==> src/rtl/reorder_buffer.sv <==
// rtl/reorder_buffer.sv - circular in-order reorder buffer with CDB capture, commit port and flush.
module reorder_buffer #(
  parameter int ROB_SIZE = 15,
  parameter int TAG_W    = 4,
  parameter int DATA_W   = 32
) (
  input  logic              clk,
  input  logic              rst,
  input  logic              rdy,
  input  logic              in_decode_valid,
  input  logic [4:0]        in_decode_rd,
  input  logic              in_decode_is_store,
  output logic [TAG_W-1:0]  out_rob_free_tag,
  output logic              out_rob_full,
  input  logic              in_cdb_valid,
  input  logic [TAG_W-1:0]  in_cdb_reorder,
  input  logic [DATA_W-1:0] in_cdb_value,
  input  logic              in_cdb_misbranch,
  input  logic [DATA_W-1:0] in_cdb_target,
  input  logic [TAG_W-1:0]  in_query1_reorder,
  input  logic [TAG_W-1:0]  in_query2_reorder,
  output logic              out_query1_ready,
  output logic              out_query2_ready,
  output logic [DATA_W-1:0] out_query1_value,
  output logic [DATA_W-1:0] out_query2_value,
  output logic [4:0]        out_rob_index,
  output logic [DATA_W-1:0] out_rob_value,
  output logic [TAG_W-1:0]  out_rob_reorder,
  output logic              out_store_commit,
  output logic              out_misbranch,
  output logic [DATA_W-1:0] out_misbranch_pc
);
  localparam int DEPTH = 2 ** TAG_W;
  localparam logic [TAG_W-1:0] FIRST_TAG = TAG_W'(1);
  localparam logic [TAG_W-1:0] LAST_TAG  = TAG_W'(ROB_SIZE);

  typedef enum logic {RUN, FLUSH} state_t;
  state_t state_q, state_d;

  logic              busy_q     [DEPTH];
  logic              ready_q    [DEPTH];
  logic              is_store_q [DEPTH];
  logic              misb_q     [DEPTH];
  logic [4:0]        rd_q       [DEPTH];
  logic [DATA_W-1:0] value_q    [DEPTH];
  logic [DATA_W-1:0] target_q   [DEPTH];

  logic [TAG_W-1:0]  head_q, tail_q, count_q;
  logic [4:0]        index_q;
  logic [DATA_W-1:0] commit_value_q, misbranch_pc_q, flush_pc_q;
  logic [TAG_W-1:0]  reorder_q;
  logic              store_commit_q, misbranch_q;

  logic full, do_dispatch, do_commit, cdb_hit;

  function automatic logic [TAG_W-1:0] next_tag(input logic [TAG_W-1:0] t);
    return (t == LAST_TAG) ? FIRST_TAG : t + FIRST_TAG;
  endfunction

  // Result lookup with same-cycle CDB bypass; packed as {ready, value}.
  function automatic logic [DATA_W:0] lookup(input logic [TAG_W-1:0] tag);
    logic bypass, stored;
    bypass = (tag != '0) && in_cdb_valid && (in_cdb_reorder == tag);
    stored = (tag != '0) && busy_q[tag] && ready_q[tag];
    if (bypass)      return {1'b1, in_cdb_value};
    else if (stored) return {1'b1, value_q[tag]};
    else             return '0;
  endfunction

  assign {out_query1_ready, out_query1_value} = lookup(in_query1_reorder);
  assign {out_query2_ready, out_query2_value} = lookup(in_query2_reorder);

  always_comb begin
    state_d     = state_q;
    full        = (count_q == LAST_TAG) || (state_q == FLUSH);
    do_dispatch = 1'b0;
    do_commit   = 1'b0;
    cdb_hit     = 1'b0;
    case (state_q)
      RUN: begin
        do_dispatch = in_decode_valid && !full;
        do_commit   = busy_q[head_q] && ready_q[head_q];
        cdb_hit     = in_cdb_valid && (in_cdb_reorder != '0) && busy_q[in_cdb_reorder];
        if (do_commit && misb_q[head_q]) state_d = FLUSH;
      end
      FLUSH: state_d = RUN;
      default: state_d = RUN;
    endcase
  end

  always_ff @(posedge clk or negedge rst) begin
    if (!rst)     state_q <= RUN;
    else if (rdy) state_q <= state_d;
  end

  always_ff @(posedge clk or negedge rst) begin
    if (!rst) begin
      for (int i = 0; i < DEPTH; i++) begin
        busy_q[i] <= 1'b0; ready_q[i] <= 1'b0; is_store_q[i] <= 1'b0; misb_q[i] <= 1'b0;
        rd_q[i] <= '0; value_q[i] <= '0; target_q[i] <= '0;
      end
      head_q <= FIRST_TAG; tail_q <= FIRST_TAG; count_q <= '0;
      index_q <= '0; commit_value_q <= '0; reorder_q <= '0;
      store_commit_q <= 1'b0; misbranch_q <= 1'b0;
      misbranch_pc_q <= '0; flush_pc_q <= '0;
    end else if (rdy) begin
      index_q <= '0; commit_value_q <= '0; reorder_q <= '0;
      store_commit_q <= 1'b0; misbranch_q <= 1'b0;
      if (state_q == FLUSH) begin
        for (int i = 0; i < DEPTH; i++) begin
          busy_q[i] <= 1'b0; ready_q[i] <= 1'b0;
        end
        head_q <= FIRST_TAG; tail_q <= FIRST_TAG; count_q <= '0;
        misbranch_q <= 1'b1; misbranch_pc_q <= flush_pc_q;
      end else begin
        if (cdb_hit) begin
          ready_q[in_cdb_reorder]  <= 1'b1;
          value_q[in_cdb_reorder]  <= in_cdb_value;
          misb_q[in_cdb_reorder]   <= in_cdb_misbranch;
          target_q[in_cdb_reorder] <= in_cdb_target;
        end
        if (do_dispatch) begin
          busy_q[tail_q] <= 1'b1; ready_q[tail_q] <= 1'b0; misb_q[tail_q] <= 1'b0;
          rd_q[tail_q] <= in_decode_rd; is_store_q[tail_q] <= in_decode_is_store;
          tail_q <= next_tag(tail_q);
        end
        if (do_commit) begin
          busy_q[head_q] <= 1'b0;
          index_q        <= is_store_q[head_q] ? 5'd0 : rd_q[head_q];
          commit_value_q <= value_q[head_q];
          reorder_q      <= head_q;
          store_commit_q <= is_store_q[head_q];
          if (misb_q[head_q]) flush_pc_q <= target_q[head_q];
          head_q <= next_tag(head_q);
        end
        if (do_dispatch && !do_commit)      count_q <= count_q + FIRST_TAG;
        else if (!do_dispatch && do_commit) count_q <= count_q - FIRST_TAG;
      end
    end
  end

  assign out_rob_free_tag = tail_q;
  assign out_rob_full     = full;
  assign out_rob_index    = index_q;
  assign out_rob_value    = commit_value_q;
  assign out_rob_reorder  = reorder_q;
  assign out_store_commit = store_commit_q;
  assign out_misbranch    = misbranch_q;
  assign out_misbranch_pc = misbranch_pc_q;
endmodule

==> config.mk <==
export PLATFORM = sky130hd
export DESIGN_NAME = reorder_buffer
export DESIGN_NICKNAME = d
export VERILOG_FILES = /design/src/rtl/reorder_buffer.sv
export SDC_FILE = /design/constraint.sdc
export NUM_CORES = 2
export LEC_CHECK = 0
export CAP_MARGIN = 20
export CORE_MARGIN = 8
export CORE_UTILIZATION = 35
export DETAILED_ROUTE_END_ITERATION = 6
export RECOVER_POWER = 100
export SLEW_MARGIN = 20
export SYNTH_ARGS = -nofsm -noshare
export SYNTH_HDL_FRONTEND = slang
export SYNTH_SLANG_ARGS = --single-unit
==> constraint.sdc <==
create_clock -name clk -period 3.2 [get_ports clk]
set_clock_uncertainty 0.15 [all_clocks]
set_input_delay 0.32 -clock clk [delete_from_list [all_inputs] [get_ports clk]]
set_output_delay 0.32 -clock clk [all_outputs]
set_load 0.05 [all_outputs]
== Word level (Yosys, flattened, before mapping) ==
Cells that the tools add are included.
Cells by class
  mux-type cells: 99
  order comparisons: 8
  $add $sub $neg: 4
  bitwise operators: 13
  eq/ne operators: 5
  reduce and logical (&&, ||, !) cells: 36
Operator list (count)
  bitwise mux 512 bit: 2
  binary-select mux 32 bit (select 4 bit): 4
  two-way mux 32 bit: 11
  two-way mux 16 bit: 14
  two-way mux 33 bit: 4
  demux 32 bit (select 4 bit): 1
  bitwise mux 80 bit: 1
  AND 16 bit: 3
  two-way mux 4 bit: 11
  binary-select mux 1 bit (select 4 bit): 9
  bitwise mux 16 bit: 2
  NOT 16 bit: 2
  bitwise OR 16 bit: 2
  two-way mux 5 bit: 6
  two-way mux 1 bit: 28
  >= comparator 5 bit (second input constant): 5
  NOT 4 -> 5 bit: 5
  binary-select mux 5 bit (select 4 bit): 1
  demux 5 bit (select 4 bit): 1
  logical AND 1 bit: 18
  < comparator 5 x 1 -> 1 bit (second input constant): 3
  adder 4 x 1 -> 4 bit (second input constant): 3
  demux 1 bit (select 4 bit): 3
  equality test 4 bit (second input constant): 3
  12 further kinds: 23
Word-level totals
  bits in registers: 1288
  word-level logic and storage cells: 288
  output and inout bits: 146

== Depth between registers and ports, before layout ==
  word-level depth: 12
  gate-level depth with buffers: 14
  gate-level depth less buffers: 12

== Worst setup path before layout ==
OpenSTA, ideal clock, no wires.
  path type: flip-flop to flip-flop
  from: register head_q[0]
  to: register count_q[3]
  buffers on the path: 1
  arrival time: 2.999 ns
  clock period less this slack: 3.264 ns
  setup time: 0.116 ns
  cell stages (with the launch flop): 13
  path slack: -0.064 ns
  required time: 2.934 ns
  path through: dfstp_2 > buf_4 > mux4_2 > nand3_1 > nand4_1 > nand2_1 > nand2_1 > ha_1 > a21o_1 > a21oi_1 > nand4_1 > and2_1 > o311ai_0
Between the ends
  longest elaborated chain between the ends: 10
  elaborated cells on any way between the ends: 16
Ends and longest elaborated chain
  start, declared: RTL line 48  | logic [TAG_W-1:0] head_q, tail_q, count_q;
  start signal, assigned: RTL line 134  | head_q <= next_tag(head_q);
  NOT 4 -> 5 bit (implied by the code) (*): RTL line 82  | do_commit = busy_q[head_q] && ready_q[head_q];
  binary-select mux 1 bit (select 4 bit): RTL line 82
  two-way mux 1 bit (implied by the code) (2 in a row): RTL line 82
  logical AND 1 bit (*): RTL line 82
  two-way mux 1 bit (*): RTL line 79  | case (state_q)
  zero test 1 bit: RTL line 136  | if (do_dispatch && !do_commit) count_q <= count_q + FIRST_TAG;
  logical AND 1 bit: RTL line 136
  nonzero test 3 bit (no source line) / two-way mux 4 bit (equally long branches)
  AND reduction 2 bit (no source line) / two-way mux 4 bit (equally long branches)
  end signal, assigned: RTL line 136
  end signal, assigned: RTL line 137  | else if (!do_dispatch && do_commit) count_q <= count_q - FIRST_TAG;
  end, declared: RTL line 48
Every way passes the cells marked *; elsewhere a longest branch is shown, timed or not. The select of a mux whose other input is x is not followed.
A chain may end at the register's enable or synchronous reset.

== Worst setup path in the final report ==
  from: register ready_q[8] (netlist bit)
  to: output out_query1_value[26]
Between the ends
  longest elaborated chain between the ends: 6
Ends and longest elaborated chain
  start, declared: RTL line 41  | logic ready_q [DEPTH];
  start signal, assigned by index: RTL line 99  | busy_q[i] <= 1'b0; ready_q[i] <= 1'b0; is_store_q[i] <= 1'b0; misb_q[i] <= 1'b0;
  start signal, assigned by index: RTL line 111  | busy_q[i] <= 1'b0; ready_q[i] <= 1'b0;
  start signal, assigned by index: RTL line 117  | ready_q[in_cdb_reorder] <= 1'b1;
  binary-select mux 1 bit (select 4 bit): RTL line 64  | stored = (tag != '0) && busy_q[tag] && ready_q[tag];
  two-way mux 1 bit (implied by the code) (2 in a row): RTL line 64
  logical AND 1 bit: RTL line 64
  two-way mux 33 bit: RTL line 66  | else if (stored) return {1'b1, value_q[tag]};
  two-way mux 33 bit: RTL line 65  | if (bypass) return {1'b1, in_cdb_value};
  end, declared: RTL line 24  | output logic [DATA_W-1:0] out_query1_value,
Every way passes these cells. The select of a mux whose other input is x is not followed.

==> key figures <==
Outcome
  – Outcome: complete, but fails checks
  – Failing checks: capacitance limit, slew limit, setup timing

Routing
  – ANT nets after route: 0
  – Via-to-Cell Ratio: 5.83
  – Drt pass-1 iters: 5
  – Violation count after the first detailed-route iteration: 3267
  – Drt total wl: 206 mm
  – DRC: 0
  – Average wire per cell in the routed design: 28.3 um
  – Vias: 42500

Synth
  – Count leader, synth: dfrtp_1
  – Synth cell types: 57
  – Post-synth top area share: 48.5%
  – Post-Synth XOR/XNOR Area: 0.106%
  – Flip-flop and latch count after synthesis: 1288
  – Synth area leader: dfrtp_1
  – Multiplexer share of the synthesized area: 40.2%
  – Synthesized cell area: 66300 sq um
  – Number of synthesized flops with an enable pin: 0
  – Seq/Total Area, Yosys: 48.6%
  – Net Count, Synth: 4567
  – Main combinational cell family by area after synthesis: multiplexers
  – Post-synthesis compound-gate area fraction: 5.52%
  – Most used flip-flop cell after synthesis: dfrtp_1
  – Warnings, synthesis: 0
  – Post-synth top cells: dfrtp_1 (1286), mux2_2 (1022), mux4_2 (505)
  – Adder-cell share of the synthesized area: 0.219%
  – Cells after synthesis: 4468
  – Synth area leaders: dfrtp_1 (49%), mux2_2 (17%), mux4_2 (17%)
  – Ys async rst share: 100%
  – Simple-gate share of the synthesized area: 1.91%
  – Syn_area_per_cell: 14.8 sq um

GRT
  – First-pass GRT wire length: 306 mm
  – Initial antenna violation count: 23
  – Tot GR Track Use: 19.7%
  – Number of global-route vias before repair: 44600
  – Largest net degree at the start of global routing: 137
  – Grt ovf: 0

Placed design
  – Gpl congestion: 0.849
  – Cell count after placement: 6969
  – DP Wirelength: 127 mm
  – Placed cell areas: 73300 sq um
  – Port Buffers: 233

Worst hold path
  – Tightest Hold Check Type: reg2reg

Timing
  – Final Hold Viols: 0
  – Max Freq: 290 MHz
  – Min cycle time layout: 3.45 ns
  – Setup-failing EPs final: 219
  – Worst Tran Pin Value: 2.48 ns
  – Max Slew Vio Count: 15
  – Final worst path period share: 108%
  – RSZ-0062 raised after global routing: yes
  – Final worst slack: -0.248 ns
  – Slew margin rel.: -65.6%

Clock tree
  – Maximum clock insertion buffer count: 3
  – CTS Buf Count: 148
  – CTS Root Cell: clkbuf_16
  – H-tree levels: 4
  – Worst skew pair latency: 0.79 ns
  – Clk slew on worst S/H paths: 0.06 ns
  – TritonCTS clock tree: yes
  – CTS sink count: 1288

Finish
  – Final core utilization: 41.7%
  – Area growth, synth to finish: 18.2%
  – Layout cells sized above 1: 46.6%
  – Final net count: 4763
  – Design Area, Final: 78400 sq um
  – Post-Layout Cell Count: 7284
  – FILL cells: 17100

Power and ir drop
  – Internal power: 0.0348 W
  – Clk pwr share: 36.4%
  – Seq pwr share: 43.6%
  – P_sw: 0.0134 W
  – Pwr/cell area: 615 nW/um^2
  – P_leak: 36.2 nW
  – Worst IR drop on VDD: 406 uV
  – Logic pwr share: 20.0%
  – Switching share of power: 27.9%

Floorplanning
  – Core area: 188000 sq um
  – Starting density of the core: 35.3%
  – FP Rows: 159
  – Die Y-Extent: 451 um
  – # IOs: 234
  – Die extent in x: 451 um
  – Full die area: 204000 sq um

Critical path
  – Critical-path cell list: nand2_1 -> mux4_2 -> nand2_2 -> o21ai_2 -> a211oi_4 -> buf_6 -> clkbuf_16 -> a22o_4 -> buf_12
  – Crit-path max cell delay: 0.48 ns
  – Worst path top cell family by delay: buffers and inverters
  – Worst Setup End Kind: primary output
  – Critical-path maximum fanout: 5
  – Slowest library cell on the worst path: mux4_2
  – CP Data Arrival Time: 2.98 ns
  – CP bufs+invs: 3
  – WP data required: 2.73 ns
  – Setup crit start kind: register
  – Critical path type: reg2out

Flow run
  – Max Cap Violations: 1
## cells by family (layout without fill, tap and decap cells)
family	Yosys count	in the layout
flops	1288	1288
mux	1874	1874
buf+inv	506	820
simple gates	281	281
fa+ha+maj	11	11
xor+xnor	8	8
other cells	0	7
compound gates	500	500
## layout by cell type (no fill, tap or decap), types with 9 or more instances in the layout
cell,instances
mux2_2,1022
buf_12,84
inv_1,24
nand2_1,52
clkbuf_1,65
o2bb2ai_1,23
o221ai_1,124
clkinv_2,18
clkbuf_4,39
dlygate4sd3_1,81
mux2_4,44
o21a_1,11
a32o_1,9
dfrtp_1,1276
nand2b_1,12
clkbuf_8,49
clkbuf_2,33
nor2_1,118
clkdlybuf4s50_1,77
bufinv_16,9
o22ai_1,65
a22o_1,70
buf_6,39
nand3_1,21
clkbuf_16,151
mux2_1,54
buf_8,11
o21ai_0,43
a22o_4,37
mux4_2,505
buf_4,107
a21oi_1,92
mux2i_1,248
nor3_1,22
## metal layers
metal | up-vias | wire [um] | GRT usage, %
met1 | 22800 | 84900 | 25.3
met3 | 478 | 12100 | 3.88
met4 | 12 | 9990 | 8.55
li1 | 17700 | - | -
met2 | 1414 | 98900 | 32.5
met5 | - | 66 | 0
## worst reg2reg max path, delay by kind of cell, from the launching register on
kind	cells	cell delay (ns)
buffers and inverters	5	0.85
DFF	1	0.64
muxes	2	0.55
and+or+nand+nor	4	1.07
## metrics by stage
| stage | total power (W) | hold WS, ns | setup TNS [ns] | setup WS (ns) |
|---|---|---|---|---|
| 2_1_floorplan | 0.0271 | -0.126 | 0 | 0.0348 |
| 3_5_place_dp | 0.0305 | 0.0735 | -35.98 | -0.318 |
| 5_1_grt | 0.0503 | 0.207 | -60.77 | -0.311 |
| 4_1_cts | 0.0486 | 0.144 | -11.22 | -0.264 |
| 6_report | 0.0482 | 0.220 | -26.25 | -0.248 |
| 3_3_place_gp | 0.0301 | 0.0726 | -32.77 | -0.308 |
## cell type report
class	count	area [sq um]	area share (%)
multi-input cells	2674	32300	41.2
flip-flops and latches	1288	32300	41.2
repair buffers	525	5470	6.98
clock buffers	220	4440	5.67
well taps	2495	3120	3.98
clock inverters	48	652	0.832
inverters	27	103	0.131
diodes	7	17.5	0.0224
## power groups by stage
stage	registers (W)	clock network (W)	logic, W
5_1_grt	0.0213	0.0186	0.0103
4_1_cts	0.0209	0.0180	0.00966
2_1_floorplan	0.0206	0	0.00648
3_5_place_dp	0.0213	0	0.00921
3_3_place_gp	0.0211	0	0.00901
6_report	0.0210	0.0176	0.00962
## registers in the layout, indices dropped and copies added, names as in the netlist, 16 cells and up
signal,flops
busy_q,16
flush_pc_q,32
is_store_q,16
misb_q,16
out_misbranch_pc,32
out_rob_value,32
rd_q,80
ready_q,16
target_q,512
value_q,512
## final timing paths
kind,start,end,slack (ns),depth (start not counted)
worst max register to register,head_q[0],flush_pc_q[24],-0.21,11
max in group asynchronous,rst,rd_q[68],0.09,3
worst min register to register,target_q[500],target_q[500],0.22,0
min in group asynchronous,rst,value_q[439],1.62,3
worst min-delay path,target_q[500],target_q[500],0.22,0
worst max-delay path,ready_q[8],out_query1_value[26],-0.25,9
## what timing repair did
item | CTS | global route
setup endpoints to repair | 103 | 85
hold buffers | 3 | 0
gates cloned | 2 | 5
resized for setup | 123 | 30
endpoints found under the hold margin | 1008 | 0
buffers inserted | 29 | 4
pin swaps | 17 | 24
(Power assumes the default switching activity.)
